`src/rtl/nu_sequencer_if.sv`:
```
// nu_sequencer_if: host start/done, instruction fetch and datapath control bundle.
interface nu_sequencer_if #(
  parameter int PC_DEPTH  = 8,
  parameter int XY_DEPTH  = 5,
  parameter int W_DEPTH   = 5,
  parameter int INST_SIZE = 32,
  parameter int SEL_SIZE  = 2
);
  logic                 start;
  logic                 busy;
  logic                 done;
  logic                 err;
  logic                 inst_rd;
  logic [PC_DEPTH-1:0]  inst_addr;
  logic [INST_SIZE-1:0] inst_data;
  logic                 xy_rd;
  logic [XY_DEPTH-1:0]  xy_addr;
  logic                 w_rd;
  logic [W_DEPTH-1:0]   w_addr;
  logic                 nu_acc_en;
  logic                 nu_clear;
  logic                 act_en;
  logic [SEL_SIZE-1:0]  act_sel;
  logic                 xy_wr;
  logic [XY_DEPTH-1:0]  xy_wr_addr;
  modport master (
    input  start, inst_data,
    output busy, done, err, inst_rd, inst_addr, xy_rd, xy_addr, w_rd, w_addr,
           nu_acc_en, nu_clear, act_en, act_sel, xy_wr, xy_wr_addr
  );
  modport slave (
    output start, inst_data,
    input  busy, done, err, inst_rd, inst_addr, xy_rd, xy_addr, w_rd, w_addr,
           nu_acc_en, nu_clear, act_en, act_sel, xy_wr, xy_wr_addr
  );
endinterface

```
`src/rtl/nu_sequencer.sv`:
```
// nu_sequencer: instruction-driven controller for NU MAC bursts, activation sweeps and base updates.
// Define NU_SEQ_LOOP_EN to enable the single-level LOOP opcode (6); otherwise opcode 6 is illegal.
module nu_sequencer #(
  parameter int NU_COUNT  = 4,
  parameter int XY_DEPTH  = 5,
  parameter int W_DEPTH   = 5,
  parameter int PC_DEPTH  = 8,
  parameter int INST_SIZE = 32,
  parameter int REP_SIZE  = 28,
  parameter int SEL_SIZE  = 2
) (
  input logic clk,
  input logic rst_n,
  nu_sequencer_if.master bus
);
  typedef enum logic [2:0] {IDLE, FETCH, DECODE, MAC, ACT, CLR, DONE} state_t;
  state_t state_q, state_d;
  logic [PC_DEPTH-1:0] pc_q, pc_d;
  logic [XY_DEPTH-1:0] xb_q, xb_d, ob_q, ob_d;
  logic [W_DEPTH-1:0] wb_q, wb_d;
  logic [REP_SIZE-1:0] cnt_q, cnt_d, n_q, n_d;
  logic err_q, err_d, acc_q, acc_d;
  logic [3:0] op;
  logic [REP_SIZE-1:0] arg;
  assign op  = bus.inst_data[INST_SIZE-1 -: 4];
  assign arg = bus.inst_data[REP_SIZE-1:0];
`ifdef NU_SEQ_LOOP_EN
  logic [REP_SIZE-9:0] lc_q, lc_d;
`endif
  always_comb begin
    state_d = state_q;
    pc_d = pc_q;
    xb_d = xb_q;
    wb_d = wb_q;
    ob_d = ob_q;
    cnt_d = cnt_q;
    n_d = n_q;
    err_d = err_q;
    acc_d = (state_q == MAC);
`ifdef NU_SEQ_LOOP_EN
    lc_d = lc_q;
`endif
    case (state_q)
      IDLE: if (bus.start) begin
        state_d = FETCH;
        pc_d = '0;
        err_d = 1'b0;
`ifdef NU_SEQ_LOOP_EN
        lc_d = '0;
`endif
      end
      FETCH: begin
        pc_d = pc_q + PC_DEPTH'(1);
        state_d = DECODE;
      end
      DECODE: begin
        state_d = FETCH;
        cnt_d = '0;
        n_d = arg;
        case (op)
          4'h0: ;
          4'h1: xb_d = arg[XY_DEPTH-1:0];
          4'h2: wb_d = arg[W_DEPTH-1:0];
          4'h3: ob_d = arg[XY_DEPTH-1:0];
          4'h4: state_d = (arg != '0) ? MAC : FETCH;
          4'h5: state_d = ACT;
          4'hF: state_d = DONE;
`ifdef NU_SEQ_LOOP_EN
          // lc == 0 marks the loop counter idle, so a fresh LOOP reloads it
          4'h6: if (lc_q == '0) begin
            lc_d = arg[REP_SIZE-1:8];
            pc_d = (arg[REP_SIZE-1:8] != '0) ? arg[PC_DEPTH-1:0] : pc_q;
          end else begin
            lc_d = lc_q - 1'b1;
            pc_d = (lc_d != '0) ? arg[PC_DEPTH-1:0] : pc_q;
          end
`endif
          default: err_d = 1'b1;
        endcase
      end
      MAC: begin
        cnt_d = cnt_q + REP_SIZE'(1);
        if (cnt_q == n_q - REP_SIZE'(1)) begin
          state_d = FETCH;
          wb_d = wb_q + n_q[W_DEPTH-1:0];
        end
      end
      ACT: begin
        cnt_d = cnt_q + REP_SIZE'(1);
        state_d = (cnt_q == REP_SIZE'(NU_COUNT - 1)) ? CLR : ACT;
      end
      CLR: begin
        ob_d = ob_q + XY_DEPTH'(NU_COUNT);
        state_d = FETCH;
      end
      DONE: state_d = IDLE;
      default: state_d = IDLE;
    endcase
  end
  always_ff @(posedge clk or negedge rst_n) begin
    if (!rst_n) begin
      state_q <= IDLE;
      pc_q <= '0;
      xb_q <= '0;
      wb_q <= '0;
      ob_q <= '0;
      cnt_q <= '0;
      n_q <= '0;
      err_q <= 1'b0;
      acc_q <= 1'b0;
`ifdef NU_SEQ_LOOP_EN
      lc_q <= '0;
`endif
    end else begin
      state_q <= state_d;
      pc_q <= pc_d;
      xb_q <= xb_d;
      wb_q <= wb_d;
      ob_q <= ob_d;
      cnt_q <= cnt_d;
      n_q <= n_d;
      err_q <= err_d;
      acc_q <= acc_d;
`ifdef NU_SEQ_LOOP_EN
      lc_q <= lc_d;
`endif
    end
  end
  assign bus.busy       = (state_q != IDLE);
  assign bus.done       = (state_q == DONE);
  assign bus.err        = err_q;
  assign bus.inst_rd    = (state_q == FETCH);
  assign bus.inst_addr  = pc_q;
  assign bus.xy_rd      = (state_q == MAC);
  assign bus.w_rd       = (state_q == MAC);
  assign bus.xy_addr    = xb_q + cnt_q[XY_DEPTH-1:0];
  assign bus.w_addr     = wb_q + cnt_q[W_DEPTH-1:0];
  assign bus.nu_acc_en  = acc_q;
  assign bus.nu_clear   = (state_q == CLR);
  assign bus.act_en     = (state_q == ACT);
  assign bus.act_sel    = cnt_q[SEL_SIZE-1:0];
  assign bus.xy_wr      = (state_q == ACT);
  assign bus.xy_wr_addr = ob_q + cnt_q[XY_DEPTH-1:0];
endmodule

```
`src/flat_wrapper.sv`:
```
// flat-port wrapper written by rule: the top's interface ports become plain ports
module nu_sequencer_flat 
#(
  parameter int NU_COUNT  = 4,
  parameter int XY_DEPTH  = 5,
  parameter int W_DEPTH   = 5,
  parameter int PC_DEPTH  = 8,
  parameter int INST_SIZE = 32,
  parameter int REP_SIZE  = 28,
  parameter int SEL_SIZE  = 2
)
  (clk, rst_n, bus_start, bus_inst_data, bus_busy, bus_done, bus_err, bus_inst_rd, bus_inst_addr, bus_xy_rd, bus_xy_addr, bus_w_rd, bus_w_addr, bus_nu_acc_en, bus_nu_clear, bus_act_en, bus_act_sel, bus_xy_wr, bus_xy_wr_addr);
  nu_sequencer_if #(.PC_DEPTH(PC_DEPTH), .XY_DEPTH(XY_DEPTH), .W_DEPTH(W_DEPTH), .INST_SIZE(INST_SIZE), .SEL_SIZE(SEL_SIZE)) bus_i ();
  input logic clk;
  input logic rst_n;
  input wire logic [$bits(bus_i.start)-1:0] bus_start;
  input wire logic [$bits(bus_i.inst_data)-1:0] bus_inst_data;
  output wire logic [$bits(bus_i.busy)-1:0] bus_busy;
  output wire logic [$bits(bus_i.done)-1:0] bus_done;
  output wire logic [$bits(bus_i.err)-1:0] bus_err;
  output wire logic [$bits(bus_i.inst_rd)-1:0] bus_inst_rd;
  output wire logic [$bits(bus_i.inst_addr)-1:0] bus_inst_addr;
  output wire logic [$bits(bus_i.xy_rd)-1:0] bus_xy_rd;
  output wire logic [$bits(bus_i.xy_addr)-1:0] bus_xy_addr;
  output wire logic [$bits(bus_i.w_rd)-1:0] bus_w_rd;
  output wire logic [$bits(bus_i.w_addr)-1:0] bus_w_addr;
  output wire logic [$bits(bus_i.nu_acc_en)-1:0] bus_nu_acc_en;
  output wire logic [$bits(bus_i.nu_clear)-1:0] bus_nu_clear;
  output wire logic [$bits(bus_i.act_en)-1:0] bus_act_en;
  output wire logic [$bits(bus_i.act_sel)-1:0] bus_act_sel;
  output wire logic [$bits(bus_i.xy_wr)-1:0] bus_xy_wr;
  output wire logic [$bits(bus_i.xy_wr_addr)-1:0] bus_xy_wr_addr;
  assign bus_i.start = bus_start;
  assign bus_i.inst_data = bus_inst_data;
  assign bus_busy = bus_i.busy;
  assign bus_done = bus_i.done;
  assign bus_err = bus_i.err;
  assign bus_inst_rd = bus_i.inst_rd;
  assign bus_inst_addr = bus_i.inst_addr;
  assign bus_xy_rd = bus_i.xy_rd;
  assign bus_xy_addr = bus_i.xy_addr;
  assign bus_w_rd = bus_i.w_rd;
  assign bus_w_addr = bus_i.w_addr;
  assign bus_nu_acc_en = bus_i.nu_acc_en;
  assign bus_nu_clear = bus_i.nu_clear;
  assign bus_act_en = bus_i.act_en;
  assign bus_act_sel = bus_i.act_sel;
  assign bus_xy_wr = bus_i.xy_wr;
  assign bus_xy_wr_addr = bus_i.xy_wr_addr;
  nu_sequencer #(.NU_COUNT(NU_COUNT), .XY_DEPTH(XY_DEPTH), .W_DEPTH(W_DEPTH), .PC_DEPTH(PC_DEPTH), .INST_SIZE(INST_SIZE), .REP_SIZE(REP_SIZE), .SEL_SIZE(SEL_SIZE)) u_core (.clk(clk), .rst_n(rst_n), .bus(bus_i));
endmodule
```
`config.mk`:
```
export PLATFORM = sky130hd
export DESIGN_NAME = nu_sequencer_flat
export DESIGN_NICKNAME = d
export VERILOG_FILES = /design/src/rtl/nu_sequencer_if.sv /design/src/rtl/nu_sequencer.sv /design/src/flat_wrapper.sv
export SDC_FILE = /design/constraint.sdc
export NUM_CORES = 1
export LEC_CHECK = 0
export CELL_PAD_IN_SITES_DETAIL_PLACEMENT = 0
export CELL_PAD_IN_SITES_GLOBAL_PLACEMENT = 1
export CORE_MARGIN = 2
export CORE_UTILIZATION = 47
export CTS_BUF_LIST = sky130_fd_sc_hd__clkbuf_16
export DETAILED_ROUTE_END_ITERATION = 12
export PLACE_DENSITY = 0.93
export SLEW_MARGIN = 5
export SYNTH_ARGS = -nofsm -noshare
export SYNTH_HDL_FRONTEND = slang
export SYNTH_SLANG_ARGS = --single-unit
```
`constraint.sdc`:
```
create_clock -name clk -period 10.5 [get_ports clk]
set_input_delay 1.05 -clock clk [delete_from_list [all_inputs] [get_ports clk]]
set_output_delay 1.05 -clock clk [all_outputs]
set_load 0.01 [all_outputs]
```
==> flow_summary.toml <==
[cts]
cts_resized = 0
path_clk_slew_ns = 0.06
ctsLongestPathBuffers = 2
cts_setup_buffers = 0
cts_root_buf = "clkbuf_16"
cts_hold_buffers = 0
clock_latency_ns = 0.35
cts_buffers = 9
cts_tree = "done"
clock_sinks = 84
cts-htree-levels = 3

[yosys]
yosysMostFrequentCell = "dfrtp_1"
syn-cell-area_mm2 = 0.00581
synth_edf_count = 0
syn-instance-count = 653
synth_largest_area_cell = "dfrtp_1"
netlist_top_cells_area = "dfrtp_1 36%, o21ai_0 6.3%, mux2_2 5.4%"
synth_common_cells = "84 x dfrtp_1, 73 x o21ai_0, 45 x nor2_1"
seq_area_frac_synth_pct = 36.2
synth-main-ff-cell = "dfrtp_1"
synth_seq_cells = 84
synth_cell_types = 66
async_reset_ff_share_pct = 100
synth.top_cell.area_share_pct = 36.2
syn_nets = 712
yosys_warnings = 0
avgSynthCellArea_um2 = 8.90

[floorplan]
fp.dieW_um = 115
initial_core_util_pct = 48.2
chipHeight_um = 115
rows = 40
dieArea_mm2 = 0.0133
core_area_mm2 = 0.0121
io-pin-count = 70

[route]
drc = 0
routedWlPerCell_um = 17.8
ant_nets = 0
viasPerCell = 5.93
vias = 5169
wl_mm = 15.5
dr.pass1.iters = 5
drt_iter0_drc = 243

[min_path]
hp-class = "flop to flop"

[setup_path]
cp-startpoint = "u_core.n_q[2]"
crit_type = "flop to flop"
crit_arrival_ns = 4.21
crit_end = "u_core.wb_q[2]"
worstReg2RegStart = "u_core.n_q[2]"
critPathCaptureType = "flop"
worst-r2r-setup-slack_ns = 6.57
crit_top_cell = "or4_1"
required_ns = 10.78
r2r-end = "u_core.wb_q[2]"
critical_path.startpoint_type = "flop"
slowest_delay_ns = 0.75
critPathMaxFanout = 10
r2r_cells = 9
cp_slowest_cell = "or4_1"
path_cells = "or4_1, or3_1, o31a_1, or4_1, or4_4, nor4_4, nand4_4, nor3b_1, nor3_2"

[sta]
finalMaxSlewViolations = 0
timing.setup.tns_ns = 0
worst_slew_pin_slew_ns = 1.07
finalWorstSetupSlack_ns = 6.57
max_freq_mhz = 254
slew_headroom_pct = 28.7
fin_crit_sh_pct = 37.4
rsz0062_at_grt = "false"
whs_ns = 0.489
period_minus_slack_ns = 3.93
setup_viol = 0
hold_viol_final = 0
finClkSkew_ns = 0.00733

[pwr]
powerDensity_mw_per_mm2 = 273
power_mw = 1.87
irDropWorstVdd_v = 0.000135
cellLeakagePower_nw = 2.81

[cells_and_area]
fin_nets = 757
antenna_cells = 0
final_cell_count_no_fill = 871
fin_area_mm2 = 0.00685
syn_to_final_growth_pct = 17.8
drive_gt1_share_pct = 9.25
postLayoutCoreUtil_pct = 56.8

[place]
dp_hpwl_mm = 11.5
dp.cells = 855
postPlaceCellArea_mm2 = 0.00656
pre_cts_slack_ns = 6.61
gp_congestion = 0.944
io_buffers = 69

[global_routing]
first_global_vias = 5061
track_usage_pct = 24.7
gr-total-overflow = 0
antenna_found_initial = 0
grt_max_degree = 85
grt_first_pass_wirelength_mm = 25.6

[run_status]
status = "finished, final reports clean"

[flow_run]
drv_cap = 0
## metal layers
layer / GRT usage (%) / share of wire [%]
met1: 32.0 / 44
met2: 41.5 / 49
met3: 5.01 / 4.4
met4: 8.19 / 2.2
met5: 0 / 0
## state kept, by name, summed over array words and instances (netlist names)
name,cells
u_core.bus.err,1
u_core.bus.inst_addr,8
u_core.bus.nu_acc_en,1
u_core.cnt_q,28
u_core.n_q,28
u_core.ob_q,5
u_core.state_q,3
u_core.wb_q,5
u_core.xb_q,5
## worst max-delay path: cells and delay by family (launching register included)
family	cells	cell delay, ns
AO/OA/AOI/OAI	1	0.35
flip-flops	1	0.48
AND/OR/NAND/NOR	8	3.02
## power breakdown
part           switching [mW]  internal (mW)  leakage (nW)
sequential              0.168          0.427          1.06
combinational           0.477          0.487          1.61
clock                   0.129          0.181         0.144
total                   0.774           1.10          2.81
## cell type report
class / instances / area (um^2)
inverters: 29 / 109
multi-input cells: 501 / 3420
clock buffers: 9 / 225
repair buffers: 73 / 718
fillers: 1091 / 5220
clock inverters: 7 / 57.6
well taps: 168 / 210
flip-flops and latches: 84 / 2100
## worst min-delay path by stage
stage | cells past startpoint | start | endpoint
6_report | 2 | u_core.ob_q[0] | u_core.ob_q[0]
5_1_grt | 2 | u_core.ob_q[0] | u_core.ob_q[0]
4_1_cts | 2 | u_core.ob_q[0] | u_core.ob_q[0]
3_5_place_dp | 2 | u_core.ob_q[0] | u_core.ob_q[0]
3_3_place_gp | 2 | u_core.ob_q[0] | u_core.ob_q[0]
2_1_floorplan | 2 | u_core.ob_q[0] | u_core.ob_q[0]
## cell usage in the layout (no fill, tap or decap), types with 27 or more instances in the layout
cell / count
clkdlybuf4s50_1: 68
mux2_2: 28
nand2_1: 44
dfrtp_1: 84
nor2_1: 45
nand3_1: 27
o21ai_0: 73
a21oi_1: 27
inv_1: 29
xnor2_1: 32
## cell families after synthesis
family	after synthesis	share of synthesized area (%)
AOI/OAI and AO/OA	156	16.2
xor gates and xnor gates	47	7.08
adders and majority gates	24	5.68
buffers and inverters	68	5.02
DFF	84	36.2
muxes	33	6.29
and+or+nand+nor	241	23.6
No activity file was read; power rests on OpenSTA's default activity.
